## src/rtl/out_port_arb_if.sv

```systemverilog
// out_port_arb_if: request/grant bundle between the router core and one output-port allocator.
//   master: drives polarity, per-VC request vectors and output-full flags; observes grants and counters.
//   slave : the allocator; consumes requests, drives grant, in_re, out_we, out_vc and grant counters.
interface out_port_arb_if #(parameter int CNT_W = 16);
  logic             polarity;
  logic [4:0]       req_vc0;
  logic [4:0]       req_vc1;
  logic             out_full_vc0;
  logic             out_full_vc1;
  logic [4:0]       grant;
  logic [4:0]       in_re;
  logic             out_we;
  logic             out_vc;
  logic [CNT_W-1:0] grant_cnt_vc0;
  logic [CNT_W-1:0] grant_cnt_vc1;
  modport master (
    output polarity, req_vc0, req_vc1, out_full_vc0, out_full_vc1,
    input  grant, in_re, out_we, out_vc, grant_cnt_vc0, grant_cnt_vc1
  );
  modport slave (
    input  polarity, req_vc0, req_vc1, out_full_vc0, out_full_vc1,
    output grant, in_re, out_we, out_vc, grant_cnt_vc0, grant_cnt_vc1
  );
endinterface

```

## src/rtl/out_port_arb.sv

```systemverilog
// out_port_arb: per-output-port round-robin switch allocator with per-VC pointers and saturating grant counters.
//   clk   : rising-edge clock
//   reset : synchronous active-high reset; also masks grant/in_re/out_we in the same cycle
//   bus   : slave side of out_port_arb_if (polarity selects the served VC; bit order {N,S,E,W,PE} = {4..0})
module out_port_arb #(
  parameter int PTR_RESET = 0,
  parameter int CNT_W     = 16
) (
  input logic          clk,
  input logic          reset,
  out_port_arb_if.slave bus
);
  logic [2:0]       ptr_vc0_q, ptr_vc0_d, ptr_vc1_q, ptr_vc1_d;
  logic [CNT_W-1:0] cnt_vc0_q, cnt_vc0_d, cnt_vc1_q, cnt_vc1_d;
  logic             v, f, hit, go;
  logic [4:0]       r, gnt;
  logic [2:0]       p_raw, p, idx, nxt;
  logic [3:0]       c;
  always_comb begin
    v     = bus.polarity;
    r     = v ? bus.req_vc1 : bus.req_vc0;
    f     = v ? bus.out_full_vc1 : bus.out_full_vc0;
    p_raw = v ? ptr_vc1_q : ptr_vc0_q;
    // pointer codes 5..7 cannot arise normally; fold them onto 0 so the search stays in range
    p     = (p_raw > 3'd4) ? 3'd0 : p_raw;
    hit   = 1'b0;
    idx   = 3'd0;
    c     = 4'd0;
    // scan the five inputs starting at the pointer, wrapping 4 -> 0; first requester wins
    for (int k = 0; k < 5; k++) begin
      c = {1'b0, p} + 4'(k);
      c = (c > 4'd4) ? c - 4'd5 : c;
      if (!hit && r[c[2:0]]) begin
        hit = 1'b1;
        idx = c[2:0];
      end
    end
    go        = hit && !f && !reset;
    gnt       = go ? (5'b00001 << idx) : 5'b00000;
    nxt       = (idx == 3'd4) ? 3'd0 : idx + 3'd1;
    ptr_vc0_d = (go && !v) ? nxt : ptr_vc0_q;
    ptr_vc1_d = (go &&  v) ? nxt : ptr_vc1_q;
    cnt_vc0_d = (go && !v && cnt_vc0_q != '1) ? cnt_vc0_q + 1'b1 : cnt_vc0_q;
    cnt_vc1_d = (go &&  v && cnt_vc1_q != '1) ? cnt_vc1_q + 1'b1 : cnt_vc1_q;
  end
  always_ff @(posedge clk) begin
    if (reset) begin
      ptr_vc0_q <= 3'(PTR_RESET);
      ptr_vc1_q <= 3'(PTR_RESET);
      cnt_vc0_q <= '0;
      cnt_vc1_q <= '0;
    end else begin
      ptr_vc0_q <= ptr_vc0_d;
      ptr_vc1_q <= ptr_vc1_d;
      cnt_vc0_q <= cnt_vc0_d;
      cnt_vc1_q <= cnt_vc1_d;
    end
  end
  assign bus.grant         = gnt;
  assign bus.in_re         = gnt;
  assign bus.out_we        = |gnt;
  assign bus.out_vc        = v;
  assign bus.grant_cnt_vc0 = cnt_vc0_q;
  assign bus.grant_cnt_vc1 = cnt_vc1_q;
endmodule

```

## src/flat_wrapper.sv

```systemverilog
// flat-port wrapper written by rule: the top's interface ports become plain ports
module out_port_arb_flat 
#(
  parameter int PTR_RESET = 0,
  parameter int CNT_W     = 16
)
  (clk, reset, bus_polarity, bus_req_vc0, bus_req_vc1, bus_out_full_vc0, bus_out_full_vc1, bus_grant, bus_in_re, bus_out_we, bus_out_vc, bus_grant_cnt_vc0, bus_grant_cnt_vc1);
  out_port_arb_if #(.CNT_W(CNT_W)) bus_i ();
  input logic clk;
  input logic reset;
  input wire logic [$bits(bus_i.polarity)-1:0] bus_polarity;
  input wire logic [$bits(bus_i.req_vc0)-1:0] bus_req_vc0;
  input wire logic [$bits(bus_i.req_vc1)-1:0] bus_req_vc1;
  input wire logic [$bits(bus_i.out_full_vc0)-1:0] bus_out_full_vc0;
  input wire logic [$bits(bus_i.out_full_vc1)-1:0] bus_out_full_vc1;
  output wire logic [$bits(bus_i.grant)-1:0] bus_grant;
  output wire logic [$bits(bus_i.in_re)-1:0] bus_in_re;
  output wire logic [$bits(bus_i.out_we)-1:0] bus_out_we;
  output wire logic [$bits(bus_i.out_vc)-1:0] bus_out_vc;
  output wire logic [$bits(bus_i.grant_cnt_vc0)-1:0] bus_grant_cnt_vc0;
  output wire logic [$bits(bus_i.grant_cnt_vc1)-1:0] bus_grant_cnt_vc1;
  assign bus_i.polarity = bus_polarity;
  assign bus_i.req_vc0 = bus_req_vc0;
  assign bus_i.req_vc1 = bus_req_vc1;
  assign bus_i.out_full_vc0 = bus_out_full_vc0;
  assign bus_i.out_full_vc1 = bus_out_full_vc1;
  assign bus_grant = bus_i.grant;
  assign bus_in_re = bus_i.in_re;
  assign bus_out_we = bus_i.out_we;
  assign bus_out_vc = bus_i.out_vc;
  assign bus_grant_cnt_vc0 = bus_i.grant_cnt_vc0;
  assign bus_grant_cnt_vc1 = bus_i.grant_cnt_vc1;
  out_port_arb #(.PTR_RESET(PTR_RESET), .CNT_W(CNT_W)) u_core (.clk(clk), .reset(reset), .bus(bus_i));
endmodule
```

## config.mk

```make
export PLATFORM = sky130hd
export DESIGN_NAME = out_port_arb_flat
export DESIGN_NICKNAME = d
export VERILOG_FILES = /design/src/rtl/out_port_arb_if.sv /design/src/rtl/out_port_arb.sv /design/src/flat_wrapper.sv
export SDC_FILE = /design/constraint.sdc
export NUM_CORES = 1
export LEC_CHECK = 0
export BUFFER_PORTS_ARGS = -buffer_cell sky130_fd_sc_hd__buf_4
export CAP_MARGIN = 20
export CORE_UTILIZATION = 50
export DETAILED_ROUTE_END_ITERATION = 10
export HOLD_SLACK_MARGIN = 0.05
export PLACE_DENSITY = 0.83
export RECOVER_POWER = 25
export SYNTH_ARGS = -nofsm -noshare
export SYNTH_HDL_FRONTEND = slang
export SYNTH_SLANG_ARGS = --single-unit
```

## constraint.sdc

```tcl
create_clock -name clk -period 5.72 [get_ports clk]
set_input_delay 0.858 -clock clk [delete_from_list [all_inputs] [get_ports clk]]
set_output_delay 0.858 -clock clk [all_outputs]
set_load 0.02 [all_outputs]
```

* After elaboration in Yosys (flattened, before gate mapping) *
Index checks and enable logic that the tools add are counted.

storage, ports and cells
  register bits after elaboration = 38
  latch bits = 0
  RAM bits = 0
  bits in read-only memories = 0
  input port bits = 15
  output and inout port bits = 44
  logic and storage cells = 80
  memories kept = 0

cells by class
  add/subtract/negate cells = 12
  $mul = 0
  divide/modulo/power cells = 0
  magnitude comparators = 11
  equality and inequality tests = 3
  shift operators = 1
  multiplexer cells = 31
  bitwise operators = 0
  reductions and logical operators = 18

operators by type and width
  kind                     number
  $mux W3                  13
  $add A16 B1 Y16 const B  2
  $ne A16 B16 Y1 const B   2
  $lt A3 B4 Y1 const B     5
  $gt A4 B3 Y1 const B     4
  $bmux W1 S3              5
  $sub A3 B3 Y3 const B    5
  $mux W1                  11
  $logic_and A1 B1 Y1      10
  $mux W5                  2
  $add A3 B2 Y4 const B    2
  $logic_not A1 Y1         7
  $gt A3 B3 Y1 const B     2
  $reduce_or A5 Y1         1
  $shl A1 B3 Y5 const A    1
  $add A3 B1 Y4 const B    1
  $add A3 B3 Y4 const B    1
  $add A3 B1 Y3 const B    1
  $eq A3 B3 Y1 const B     1

* Logic depth before layout (Yosys ltp) *
  depth after elaboration = 24
  depth in mapped cells = 18
  depth with buffers taken out = 16

* Least setup slack after synthesis *
No wires, ideal clock.

  kind = input to output
  start = in bus_polarity
  end = out bus_in_re[4]
  arrival = 4.449 ns
  data required time = 4.862 ns
  setup slack = 0.413 ns
  cell stages on the path = 16
  path buffers = 3
  cell sequence = or3b_1 -> and2_1 -> clkbuf_1 -> ha_1 -> clkbuf_1 -> inv_1 -> o32ai_1 -> a21o_1 -> and3_1 -> o21ai_0 -> a32oi_1 -> inv_1 -> ha_1 -> o21a_1 -> and2_1 -> buf_4

on the way
  longest elaborated chain between the ends = 23

RTL lines
  item                                                                    RTL line            source
  start: declaration                                                      flat_wrapper.sv:11  input wire logic [$bits(bus_i.polarity)-1:0] bus_polarity;
  parallel branches: the longest is 22 deep, another holds $add A3 B1 Y4  -
  $mux W5 *                                                               out_port_arb.sv:39  gnt = go ? (5'b00001 << idx) : 5'b00000;
  end: declaration                                                        flat_wrapper.sv:17  output wire logic [$bits(bus_i.in_re)-1:0] bus_in_re;

Every way passes the cells marked *. The select of a mux whose other input is x is not followed.

* Final worst setup path *
  start = in bus_polarity
  end = out bus_out_we

on the way
  longest elaborated chain between the ends = 24

RTL lines
  item                                                                    RTL line            source
  parallel branches: the longest is 22 deep, another holds $add A3 B1 Y4  -
  $mux W5 *                                                               out_port_arb.sv:39
  $reduce_or A5 Y1 *                                                      out_port_arb.sv:61  assign bus.out_we = |gnt;
  end: declaration                                                        flat_wrapper.sv:18  output wire logic [$bits(bus_i.out_we)-1:0] bus_out_we;

Marks and branches as above.

==> metrics.yaml <==
post_synth_mux_area_share_pct: 7.20
clk_latency_ps: 290
maxCapViolations: 0
max_slew_margin_pct: 40.7
fp.dieArea_um2: 7320
power_density_nw_per_um2: 441
rsz0062_at_grt: "no"
cts_tree: "built"
period_needed_ps: 5420
ys_ff_latch: 38
syn_nets: 468
synth_top_area_share_pct: 21.8
drv_slew: 0
timing.fmax_mhz: 184
post_dp_cell_area_um2: 3920
dr_total_vias: 3793
vias_per_cell: 6.70
post-synth-top-count-cell: "nand2_1"
synth_compound_area_share_pct: 28.9
yosys_warnings: 0
die_height_um: 85.6
postCtsSetupBuffers: 0
ys.flop_type: "dfxtp_1"
core_um2: 6760
avgSynthCellArea_um2: 7.92
htree_levels: 2
yosys.area.top_type: "dfxtp_1"
antenna_found_initial: 0
synth_edf_count: 0
drt_iter0_markers: 327
critPathArrivalTime_ps: 4570
cts-root-buf: "clkbuf_8"
ant_nets: 0
dp_hpwl_um: 7660
grt_max_degree: 29
period_share_pct: 94.8
power_leakage_nw: 1.45
cp-start-kind: "input port"
worst_pin_slew_ps: 888
stdcell_count: 566
wirelength_um: 10300
place_congestion: 1.01
path_class: "input port to primary output"
setup_viol: 0
dr.pass1.iters: 5
tns_ps: 0
synth_top_family_by_area: "simple AND/OR/NAND/NOR gates"
route.detailed.drc: 0
synthTopCellsByArea: "dfxtp_1, ha_1, nand2_1, a21oi_1, o31ai_1"
crit_fanout: 14
seq_area_frac_synth_pct: 21.8
status: "finished clean"
hold_violations: 0
drive_gt1_share_pct: 18.9
clock_sinks: 38
grt_overflow: 0
dp_cells: 558
fin_area_um2: 3990
synthArstFlopShare_pct: 0
die_width_um: 85.6
yosys.area_share.simple_pct: 29.6
peakVddDrop_uv: 197
yosysUniqueCellTypes: 78
syn_inst: 441
netlist_area_um2: 3490
final_core_util_pct: 59.0
finClkSkew_ps: 6.45
start_util_pct: 51.7
nNetsFinal: 512
grt_pass1_vias: 3410
yosys.area_share.adder_pct: 4.30
cp-end-kind: "primary output"
cts_made_buffers: 5
io_buffers: 58
grt_usage_pct: 27.9
area_delta_synth_final_pct: 14.1
io_pins: 59
min_path_type: "flop to flop"
grt_pass1_wl_um: 16500
rows: 30
synth_xor_area_share_pct: 0.752
finalPower_mw: 1.76
wl_per_cell_um: 18.2
fillers: 640
clk_pin_slew_ps: 70
clock_path_buffers: 2
antenna_cells: 0
synth_commonest_cells: "nand2_1, dfxtp_1, a21oi_1, nor2_1, nand3_1"
cp.required_ps: 4860
==> worst max-delay path, stage by stage <==
cell and delay, ps:
buf_4 170, or3b_1 420, and2_2 290, ha_4 400
mux4_2 540, a41o_1 280, and3_1 230, a41o_1 240
a32oi_2 260, inv_1 110, ha_1 220, nor2_1 100
nor3_1 50, o31a_1 240, buf_4 160
==> cell families (layout without fill, tap and decap cells) <==
kind of cell,count (synthesis),count (layout)
flops,38,38
buf+inv,51,96
xor+xnor,3,3
mux,22,22
compound gates,136,136
simple gates,179,179
fa+ha+maj,12,12
==> worst paths after layout <==
check                                     end                        start  slack, ps  depth (start not counted)
setup / recovery                   bus_out_we                 bus_polarity        300                         15
hold / removal    u_core.bus.grant_cnt_vc0[9]  u_core.bus.grant_cnt_vc0[9]        500                          2
setup reg to reg          u_core.ptr_vc1_q[2]          u_core.ptr_vc0_q[1]       1600                         13
hold reg to reg   u_core.bus.grant_cnt_vc0[9]  u_core.bus.grant_cnt_vc0[9]        500                          2
==> metal layers <==
metal / share of wire (%) / wire [um] / global-route usage, %
met1: 42 / 4280 / 35.4
met2: 48 / 4950 / 46.6
met3: 6.6 / 683 / 3.46
met4: 3.5 / 358 / 14.1
met5: 0 / 0 / 0
==> placed cells by master (no fill, tap or decap), drive strengths merged, types with 8 or more instances in the layout <==
master	instances
ha	12
or3	8
or4	10
buf	49
a21oi	28
nand2	39
clkbuf	27
nor2b	10
mux2i	12
nor4	8
nor2	25
inv	19
a211oi	14
o21ai	15
dfxtp	38
nand3	23
o31ai	17
and2	8
mux2	9
==> area by class of cell <==
| class | count | area (um2) | share of cell area [%] |
|---|---|---|---|
| Multi-Input combinational cell | 352 | 2520 | 63.2 |
| Sequential cell | 38 | 761 | 19.1 |
| Timing Repair Buffer | 69 | 443 | 11.1 |
| Tap cell | 80 | 100 | 2.51 |
| Clock buffer | 7 | 86.3 | 2.17 |
| Inverter | 19 | 71.3 | 1.79 |
| Clock inverter | 1 | 5.00 | 0.126 |
==> stage by stage <==
step                      setup WS [ps]  hold WS, ps
after floorplan                     413          562
after global placement              175          481
after detailed placement          -36.0          493
after CTS                           112          504
after global routing               8.61          524
final                               296          496
==> power by group <==
part           internal, mW  switching, mW
Combinational         0.509          0.729
Clock                0.0972         0.0929
Sequential            0.284         0.0463
==> sequential cells by signal, summed over array words and instances, names as in the netlist <==
register	cells
u_core.ptr_vc0_q	3
u_core.bus.grant_cnt_vc1	16
u_core.ptr_vc1_q	3
u_core.bus.grant_cnt_vc0	16
==> timing repair <==
item | in CTS | in global routing
setup endpoints to repair | 1 | 5
hold endpoints to repair | 0 | 0
hold buffers | 0 | 0
resized for setup | 2 | 9
(Power assumes the default switching activity.)
